**src/rtl/cordic_pkg.sv**
```systemverilog
// rtl/cordic_pkg.sv - shared constants and types for the iterative CORDIC engine
// Holds the arctangent table, the mode encoding and the controller state type.
// Table entry i is round(atan(2^-i) * 2^31 / pi). It is scaled for a 32-bit binary
// angle; narrower engines round it down in cordic_atan_rom.
package cordic_pkg;

    localparam int ATAN_ENTRIES = 32;

    localparam logic [31:0] ATAN_TABLE [ATAN_ENTRIES] = '{
        32'h2000_0000, 32'h12E4_051E, 32'h09FB_385B, 32'h0511_11D4,
        32'h028B_0D43, 32'h0145_D7E1, 32'h00A2_F61E, 32'h0051_7C55,
        32'h0028_BE53, 32'h0014_5F2F, 32'h000A_2F98, 32'h0005_17CC,
        32'h0002_8BE6, 32'h0001_45F3, 32'h0000_A2FA, 32'h0000_517D,
        32'h0000_28BE, 32'h0000_145F, 32'h0000_0A30, 32'h0000_0518,
        32'h0000_028C, 32'h0000_0146, 32'h0000_00A3, 32'h0000_0051,
        32'h0000_0029, 32'h0000_0014, 32'h0000_000A, 32'h0000_0005,
        32'h0000_0003, 32'h0000_0001, 32'h0000_0001, 32'h0000_0000
    };

    localparam logic MODE_ROT = 1'b0;
    localparam logic MODE_VEC = 1'b1;

    typedef enum logic [1:0] {
        ST_IDLE = 2'd0,
        ST_RUN  = 2'd1,
        ST_DONE = 2'd2
    } state_t;

endpackage

```
**src/rtl/cordic_atan_rom.sv**
```systemverilog
// rtl/cordic_atan_rom.sv - combinational arctangent lookup rounded to WIDTH bits
// Ports:
//   i_idx  - micro-rotation index (0..31)
//   o_atan - atan(2^-i_idx) as an unsigned WIDTH-bit binary angle
module cordic_atan_rom
    import cordic_pkg::*;
#(
    parameter int WIDTH = 16
) (
    input  logic [4:0]       i_idx,
    output logic [WIDTH-1:0] o_atan
);

    logic [31:0] w_entry;

    assign w_entry = ATAN_TABLE[i_idx];

    generate
        if (WIDTH < 32) begin : g_round
            // Round-half-up: add the first discarded bit to the truncated value.
            assign o_atan = WIDTH'(w_entry >> (32 - WIDTH)) + WIDTH'(w_entry[31-WIDTH]);
        end else begin : g_full
            assign o_atan = w_entry;
        end
    endgenerate

endmodule

```
**src/rtl/cordic_seq.sv**
```systemverilog
// rtl/cordic_seq.sv - iterative CORDIC, one micro-rotation per clock, rotation and vectoring
// Ports:
//   clk, rst              - clock, synchronous active-high reset
//   in_valid / in_ready   - operand handshake; in_ready is high only while idle
//   in_mode               - 0 rotation, 1 vectoring
//   in_x, in_y, in_z      - signed operands; in_z is a binary angle (ignored in vectoring)
//   out_valid / out_ready - result handshake; result held until accepted
//   out_x, out_y          - WIDTH+2 bit results carrying the uncompensated CORDIC gain
//   out_z                 - residual angle (rotation) or atan2(y, x) (vectoring)
module cordic_seq
    import cordic_pkg::*;
#(
    parameter int WIDTH = 16,
    parameter int ITER  = 15
) (
    input  logic                    clk,
    input  logic                    rst,
    input  logic                    in_valid,
    output logic                    in_ready,
    input  logic                    in_mode,
    input  logic signed [WIDTH-1:0] in_x,
    input  logic signed [WIDTH-1:0] in_y,
    input  logic signed [WIDTH-1:0] in_z,
    output logic                    out_valid,
    input  logic                    out_ready,
    output logic signed [WIDTH+1:0] out_x,
    output logic signed [WIDTH+1:0] out_y,
    output logic signed [WIDTH-1:0] out_z
);

    localparam int XW = WIDTH + 2;
    localparam logic [WIDTH-1:0] Z_PI = {1'b1, {(WIDTH-1){1'b0}}};
    localparam logic [4:0] LAST_ITER = 5'(ITER - 1);

    state_t r_state;
    state_t w_state_next;

    logic [4:0]              r_iter;
    logic                    r_mode;
    logic signed [XW-1:0]    r_x;
    logic signed [XW-1:0]    r_y;
    logic [WIDTH-1:0]        r_z;
    logic                    r_in_ready;
    logic                    r_out_valid;
    logic signed [XW-1:0]    r_out_x;
    logic signed [XW-1:0]    r_out_y;
    logic signed [WIDTH-1:0] r_out_z;

    logic                    w_accept;
    logic signed [XW-1:0]    w_in_x_ext;
    logic signed [XW-1:0]    w_in_y_ext;
    logic signed [XW-1:0]    w_pre_x;
    logic signed [XW-1:0]    w_pre_y;
    logic [WIDTH-1:0]        w_pre_z;
    logic [WIDTH-1:0]        w_atan;
    logic                    w_dir_pos;
    logic signed [XW-1:0]    w_x_shr;
    logic signed [XW-1:0]    w_y_shr;
    logic signed [XW-1:0]    w_x_next;
    logic signed [XW-1:0]    w_y_next;
    logic [WIDTH-1:0]        w_z_next;

    assign in_ready  = r_in_ready;
    assign out_valid = r_out_valid;
    assign out_x     = r_out_x;
    assign out_y     = r_out_y;
    assign out_z     = r_out_z;

    assign w_accept = (r_state == ST_IDLE) && in_valid && r_in_ready;

    // Widen before negating so that negating the most negative input cannot overflow.
    assign w_in_x_ext = {{2{in_x[WIDTH-1]}}, in_x};
    assign w_in_y_ext = {{2{in_y[WIDTH-1]}}, in_y};

    // Pre-rotation by pi brings the problem into the +/- pi/2 convergence range.
    always_comb begin
        w_pre_x = w_in_x_ext;
        w_pre_y = w_in_y_ext;
        w_pre_z = in_z;
        if (in_mode == MODE_ROT) begin
            if (in_z[WIDTH-1] != in_z[WIDTH-2]) begin
                w_pre_x = -w_in_x_ext;
                w_pre_y = -w_in_y_ext;
                w_pre_z = in_z ^ Z_PI;
            end
        end else begin
            w_pre_z = '0;
            if (in_x[WIDTH-1]) begin
                w_pre_x = -w_in_x_ext;
                w_pre_y = -w_in_y_ext;
                w_pre_z = Z_PI;
            end
        end
    end

    cordic_atan_rom #(
        .WIDTH (WIDTH)
    ) u_atan_rom (
        .i_idx  (r_iter),
        .o_atan (w_atan)
    );

    // Rotation drives z toward zero; vectoring drives y toward zero.
    assign w_dir_pos = (r_mode == MODE_ROT) ? ~r_z[WIDTH-1] : r_y[XW-1];
    assign w_x_shr   = r_x >>> r_iter;
    assign w_y_shr   = r_y >>> r_iter;

    always_comb begin
        w_x_next = r_x + w_y_shr;
        w_y_next = r_y - w_x_shr;
        w_z_next = r_z + w_atan;
        if (w_dir_pos) begin
            w_x_next = r_x - w_y_shr;
            w_y_next = r_y + w_x_shr;
            w_z_next = r_z - w_atan;
        end
    end

    always_comb begin
        w_state_next = r_state;
        case (r_state)
            ST_IDLE: if (w_accept) w_state_next = ST_RUN;
            ST_RUN:  if (r_iter == LAST_ITER) w_state_next = ST_DONE;
            ST_DONE: if (r_out_valid && out_ready) w_state_next = ST_IDLE;
            default: w_state_next = ST_IDLE;
        endcase
    end

    always_ff @(posedge clk) begin
        if (rst) begin
            r_state     <= ST_IDLE;
            r_iter      <= '0;
            r_mode      <= MODE_ROT;
            r_x         <= '0;
            r_y         <= '0;
            r_z         <= '0;
            r_in_ready  <= 1'b1;
            r_out_valid <= 1'b0;
            r_out_x     <= '0;
            r_out_y     <= '0;
            r_out_z     <= '0;
        end else begin
            r_state    <= w_state_next;
            r_in_ready <= (w_state_next == ST_IDLE);
            case (r_state)
                ST_IDLE: begin
                    if (w_accept) begin
                        r_x    <= w_pre_x;
                        r_y    <= w_pre_y;
                        r_z    <= w_pre_z;
                        r_mode <= in_mode;
                        r_iter <= '0;
                    end
                end
                ST_RUN: begin
                    r_x    <= w_x_next;
                    r_y    <= w_y_next;
                    r_z    <= w_z_next;
                    r_iter <= r_iter + 5'd1;
                end
                ST_DONE: begin
                    // First DONE cycle captures the result; it is then held until accepted.
                    if (!r_out_valid) begin
                        r_out_x     <= r_x;
                        r_out_y     <= r_y;
                        r_out_z     <= r_z;
                        r_out_valid <= 1'b1;
                    end else if (out_ready) begin
                        r_out_valid <= 1'b0;
                    end
                end
                default: ;
            endcase
        end
    end

endmodule

```
**config.mk**
```make
export PLATFORM = sky130hd
export DESIGN_NAME = cordic_seq
export DESIGN_NICKNAME = d
export VERILOG_FILES = /design/src/rtl/cordic_pkg.sv /design/src/rtl/cordic_atan_rom.sv /design/src/rtl/cordic_seq.sv
export SDC_FILE = /design/constraint.sdc
export NUM_CORES = 1
export LEC_CHECK = 0
export ABC_AREA = 1
export CAP_MARGIN = 20
export CORE_ASPECT_RATIO = 2
export CORE_MARGIN = 5
export CORE_UTILIZATION = 47
export CTS_CLUSTER_SIZE = 30
export DETAILED_ROUTE_END_ITERATION = 8
export PLACE_DENSITY = 0.68
export SLEW_MARGIN = 20
export SYNTH_ARGS = -nofsm -noshare
export SYNTH_HDL_FRONTEND = slang
export SYNTH_HIERARCHICAL = 1
export SYNTH_SLANG_ARGS = --single-unit
```
**constraint.sdc**
```tcl
create_clock -name clk -period 5.12 [get_ports clk]
set_input_delay 1.536 -clock clk [delete_from_list [all_inputs] [get_ports clk]]
set_output_delay 1.536 -clock clk [all_outputs]
set_load 0.05 [all_outputs]
```
# ---- Yosys cells after proc, flatten, opt, wreduce, memory -nomap -nowiden
# Memory sizes are Yosys's and may differ from the RTL's.
# Index checks and enable logic that the tools add are counted.
dict set report totals {
  n_memories 1
  romBits 1024
  reg_bits 114
  output_inout_bits 54
}
# name words word_bits read_ports rd_clocked_by_memory_dff wr line
set memory_table {}
lappend memory_table {{(name not given)} 32 32 1 0 0 cordic_atan_rom.sv:16} ;# assign w_entry = ATAN_TABLE[i_idx];
dict set report op_classes {
  n_mux 29
  bitwise_logic 4
  shifts 2
  reduce_logical 9
  n_eq_ne 5
  order_cmp 1
  add_sub_neg 10
}
# operator n
set ops {}
lappend ops {{2-to-1 mux 18 bit} 10}
lappend ops {{2-to-1 mux 16 bit} 5}
lappend ops {{one-hot mux 18 bit (2 select lines)} 2}
lappend ops {{2-to-1 mux 32 bit} 2}
lappend ops {{adder 18 bit} 2}
lappend ops {{negator 16 -> 18 bit} 2}
lappend ops {{>>> shifter 18 x 5 -> 18 bit} 2}
lappend ops {{subtractor 18 bit} 2}
lappend ops {{one-hot mux 16 bit (2 select lines)} 1}
lappend ops {{adder 16 x 1 -> 16 bit} 1}
lappend ops {{adder 16 bit} 1}
lappend ops {{subtractor 16 bit} 1}
lappend ops {{one-hot mux 5 bit (2 select lines)} 1}
lappend ops {{>= comparator 6 bit, second input constant} 1}
lappend ops {{2-to-1 mux 2 bit} 3}
lappend ops {{NOT 5 -> 6 bit} 1}
lappend ops {{one-hot mux 2 bit (3 select lines)} 1}
lappend ops {{AND reduction 2 bit} 3}
lappend ops {{adder 5 x 1 -> 5 bit, second input constant} 1}
lappend ops {{equality test 5 x 4 -> 1 bit, second input constant} 1}
lappend ops {{2-to-1 mux 5 bit} 1}
lappend ops {{logical NOT 2 bit} 2}
lappend ops {{logical AND 1 bit} 3}
lappend ops {{2-to-1 mux 1 bit} 3}
lappend ops {{6 further kinds} 8}

# ---- Logic depth before layout (Yosys ltp)
dict set report depth {
  depth_word 8
  ltp_mapped 34
  ltp_nobuf 34
}

# ---- Cells and area by module
# Netlist, hierarchy kept.
# mod seq_area_each_um2 cells_per_inst area_per_inst_um2 instances
set by_module_without_submodules {}
lappend by_module_without_submodules {cordic_seq 2282.2 1676 10373.7 1}
lappend by_module_without_submodules {cordic_atan_rom 0.0 117 680.7 1}

# ---- Least setup slack after synthesis
# OpenSTA, ideal clock, no wires.
dict set report synth_path {
  kind {reg-to-reg}
  startpoint {register r_iter[0]}
  endpoint {register r_z[14]}
  t_arrival_ps 4012
  stages_incl_launch_ff 33
  required_time_ps 4988
  synth_period_minus_slack_ps 4144
  setup_time_ps 132
  setup_slack_ps 976
  path_buffers 0
  cell_sequence {dfxtp_1 > inv_1 > ha_1 > inv_1 > nor3_1 > o32ai_1 > inv_1 > ha_1 > a21boi_1 > nand2_1 > xnor2_1 > inv_1 > nand2_1 > nor2_1 > nand3b_1 > nor3_1 > nand2_1 > nor2_1 > nor2_1 > xor2_1 > inv_1 > ha_1 > nand2_1 > nor2_1 > nand3_1 > o2111ai_1 > nand2_1 > inv_1 > o21ai_0 > a21oi_1 > nand3b_1 > nand2_1 > a21oi_1}
}
dict set report synth_between {
  elab_chain_cells 8
  word_cells_on_any_way 9
  cone_classes {3 x add/sub; 4 x mux; 1 x bitwise; 1 x memory}
}
# item line
set synth_rtl {}
lappend synth_rtl {{start: declaration} cordic_seq.sv:38} ;# logic [4:0] r_iter;
lappend synth_rtl {{start signal: assignment} cordic_seq.sv:159} ;# r_iter <= r_iter + 5'd1;
lappend synth_rtl {{NOT 5 -> 6 bit (not written as such) *} cordic_atan_rom.sv:16}
lappend synth_rtl {{memory (32 x 32 bit) *} --}
lappend synth_rtl {{2-to-1 mux 32 bit (not written as such) * (2 in a row)} cordic_atan_rom.sv:16}
lappend synth_rtl {{adder 16 x 1 -> 16 bit *} cordic_atan_rom.sv:21} ;# assign o_atan = WIDTH'(w_entry >> (32 - WIDTH)) + WIDTH'(w_entry[31-WIDTH]);
lappend synth_rtl {{named net w_atan[3]} cordic_seq.sv:55} ;# logic [WIDTH-1:0] w_atan;
lappend synth_rtl {{adder 16 bit or subtractor 16 bit (tied branches)} {cordic_seq.sv:111, cordic_seq.sv:115}}
lappend synth_rtl {{2-to-1 mux 16 bit *} cordic_seq.sv:112} ;# if (w_dir_pos) begin
lappend synth_rtl {{one-hot mux 16 bit (2 select lines) *} cordic_seq.sv:145} ;# case (r_state)
lappend synth_rtl {{end signal: assignment} cordic_seq.sv:150} ;# r_z <= w_pre_z;
lappend synth_rtl {{end signal: assignment} cordic_seq.sv:158} ;# r_z <= w_z_next;
lappend synth_rtl {{end: declaration} cordic_seq.sv:42} ;# logic [WIDTH-1:0] r_z;
# Mark *: on every way through the listed nets, which the timed path passes. The rest lies on a longest branch. The select of a mux whose other input is x is not followed.
# A chain may end at the register's enable or synchronous reset.

# ---- Final worst setup path
dict set report layout_path {
  startpoint {register r_iter[0]}
  endpoint {register r_z[15]}
}
# Same word-level chain as after synthesis.

==> out/metrics.cfg <==
[global_route]
grt_pass1_wl_mm=65.0
grt_pass1_vias=12458
grt_usage_pct=30.8
overflow=0
grt_max_degree=67
antenna_found_initial=0

[clocking]
htreeDepth=4
cts_buffers=17
clk_latency_ps=450
postCtsHoldBufs=0
cts_resized=0
clk_path_buf_depth=2
tritoncts=built
cts_sinks=114
cts_setup_buffers=0
root_buffer=clkbuf_16
path_clk_slew_ps=60

[routing]
vias=12769
ant_nets=0
drt_iter0_drc=733
routed_wl_mm=42.0
avgRoutedWirePerCell_um=19.5
drc=0
vias_per_cell=5.92
dr.pass1.iters=5

[power]
p_int_mw=2.70
switching_share_pct=47.5
power_mw=5.15
ir_worst_vdd_mv=0.336
power_density_nw_per_um2=397
p_leak_nw=5.81
comb_power_share_pct=53.0
clockPowerShare_pct=25.1
switching_power_mw=2.45
seqPwrFrac_pct=21.9

[worst_setup_path]
path_class=reg -> reg
worstPathArrival_ps=5080
worst_setup_path_start_kind=flip-flop
path_max_fanout=5
critPathRequiredTime_ps=5500
cp-end-kind=flip-flop

[sta]
hold_viol=0
setup_violations=0
rsz0062_at_grt=false
fin_crit_ps=4700
clock_skew_ps=8.30
setup_tns_ps=0
max_slew_margin_pct=26.8
timing.fmax_mhz=213
fin_crit_sh_pct=91.8
slew_viol_final=0
worst_pin_slew_ps=1100

[cells_and_area]
nNetsFinal=1982
diodes=0
multiInputGateArea_sq_um=7840
drive_gt1_share_pct=7.63
area_growth_pct=17.2
fill_cells=2364
seqCellArea_sq_um=2280

[floorplan]
die_area_sq_um=26900
rows=79
die-width_um=118
io_pins=107
core_area_sq_um=23200
fp.dieH_um=227
start_util_pct=47.6

[min_path]
holdCritPathClass=reg -> reg

[synth]
avgSynthCellArea_sq_um=6.17
ys_ff_latch=114
syn_nets=1915
yosys_warnings=6
async_flop_share_pct=0
synth_edf_count=0
ys_types=61
synth_top_flop_cell=dfxtp_1
syn_area_sq_um=11100
syn_inst=1793
yosysSeqAreaShare_pct=20.6

[placement]
hpwlAfterDp_mm=32.2
port_buffers=106
place.gp.congestion=1.02

[run_status]
outcome=completed

[job]
cap_viol_max_count=0

==> stage by stage <==
step                      cells  hold WS (ps)  area, sq um  setup WS [ps]  util (%)
after global routing       2156           474        13000           3.76      55.8
after global placement     2123           448        12300            511      52.9
after floorplan            1793           463        11100            976         -
after detailed placement   2123           452        12300            429      52.9
final                      2156           458        13000            418      55.8
after CTS                  2155           461        12900            392      55.6
==> final timing paths <==
check,startpoint,endpoint,slack (ps),cells past startpoint
worst max-delay path,r_iter[0],r_z[15],420,26
worst min-delay path,out_y[14],out_y[14],460,2
worst max register to register,r_iter[0],r_z[15],420,26
worst min register to register,out_y[14],out_y[14],460,2
==> registers in the layout, indices dropped and copies added, names as in the netlist <==
register / flops
r_z: 16
r_x: 18
r_y: 18
r_mode: 1
r_state: 2
r_iter: 5
out_valid: 1
out_x: 18
out_y: 18
out_z: 16
in_ready: 1
==> synthesized netlist by cell type, types with 5 or more instances <==
| cell type | count | area, sq um |
|---|---|---|
| a31oi_1 | 30 | 188 |
| nor2_1 | 122 | 458 |
| ha_1 | 66 | 826 |
| nand3_2 | 5 | 50.1 |
| inv_1 | 134 | 503 |
| nand3_1 | 227 | 1140 |
| nor2_2 | 8 | 50.1 |
| a211oi_1 | 5 | 37.5 |
| nand2_2 | 13 | 81.3 |
| xor2_1 | 50 | 438 |
| xnor2_1 | 23 | 201 |
| o21ai_1 | 7 | 35.0 |
| a21oi_1 | 179 | 896 |
| nand2_1 | 454 | 1700 |
| nor2_4 | 6 | 67.6 |
| o211ai_1 | 10 | 75.1 |
| buf_2 | 14 | 70.1 |
| a21o_1 | 8 | 60.1 |
| clkbuf_1 | 58 | 218 |
| nand4_1 | 6 | 37.5 |
| inv_2 | 9 | 33.8 |
| o21ai_0 | 120 | 601 |
| buf_4 | 5 | 37.5 |
| o31ai_1 | 6 | 45.0 |
| nand3b_1 | 6 | 45.0 |
| nor3_1 | 27 | 135 |
| dfxtp_1 | 114 | 2280 |
| buf_6 | 8 | 90.1 |
| or2_2 | 12 | 75.1 |
==> power groups by stage <==
stage          clock network [mW]  logic [mW]  registers (mW)
2_1_floorplan                   0        1.99            1.05
3_3_place_gp                    0        2.64            1.14
3_5_place_dp                    0        2.66            1.14
4_1_cts                      1.30        2.68            1.12
5_1_grt                      1.34        3.04            1.13
6_report                     1.29        2.73            1.13
==> metal layers <==
metal	part of all wire [%]	wire, um	up-vias	GRT usage (%)
met4	11	4580	0	28.6
met5	0	0	-	0
li1	-	-	6212	-
met3	3.7	1560	216	4.19
met1	32	13600	5901	27.8
met2	53	22300	440	57.8
==> cells in the final DEF, fill, tap and decap left out, drive strengths merged, types with 8 or more instances in the layout <==
master / Yosys / routed
a21o: 8 / 8
a21oi: 182 / 182
a31oi: 30 / 30
buf: 29 / 30
clkbuf: 58 / 17
clkdlybuf4s50: 0 / 105
clkinv: 1 / 9
dfxtp: 114 / 114
ha: 66 / 66
inv: 144 / 148
nand2: 469 / 469
nand3: 232 / 232
nor2: 138 / 138
nor3: 31 / 31
o211ai: 10 / 10
o21ai: 130 / 130
or2: 13 / 13
xnor2: 23 / 23
xor2: 50 / 50
==> worst max-delay path: stages (launching register included) <==
cell	delay [ps]
dfxtp_1	390
inv_1	130
ha_1	300
inv_1	60
nor3_1	210
o32ai_1	100
inv_1	70
ha_1	180
ha_1	210
nand3_2	160
xnor2_1	200
inv_1	70
nand2_1	60
nor2_1	130
nand3_1	110
nor2_1	170
nand3_1	130
o21ai_0	260
xor2_1	210
ha_1	290
a21o_1	220
a221o_1	320
a31oi_1	210
a21oi_1	90
o21ai_0	100
o21ai_0	100
a21oi_1	150
==> layout make-up <==
type / count / area share [%]
repair buffers: 135 / 10.1
well taps: 283 / 2.73
clock inverters: 15 / 1.55
flip-flops and latches: 114 / 17.6
clock buffers: 17 / 3.28
inverters: 145 / 4.22
multi-input cells: 1447 / 60.5
==> cell families after synthesis <==
kind of cell               Yosys count  share of synthesized area (%)
AOI/OAI and AO/OA                  402                           20.4
buffers and inverters              232                           8.77
DFF                                114                           20.6
and+or+nand+nor                    901                           36.2
adders and majority gates           69                           8.01
muxes                                1                         0.0906
xor gates and xnor gates            73                           5.78
other                                1                         0.0339
Power figures use the tool's default switching activity.
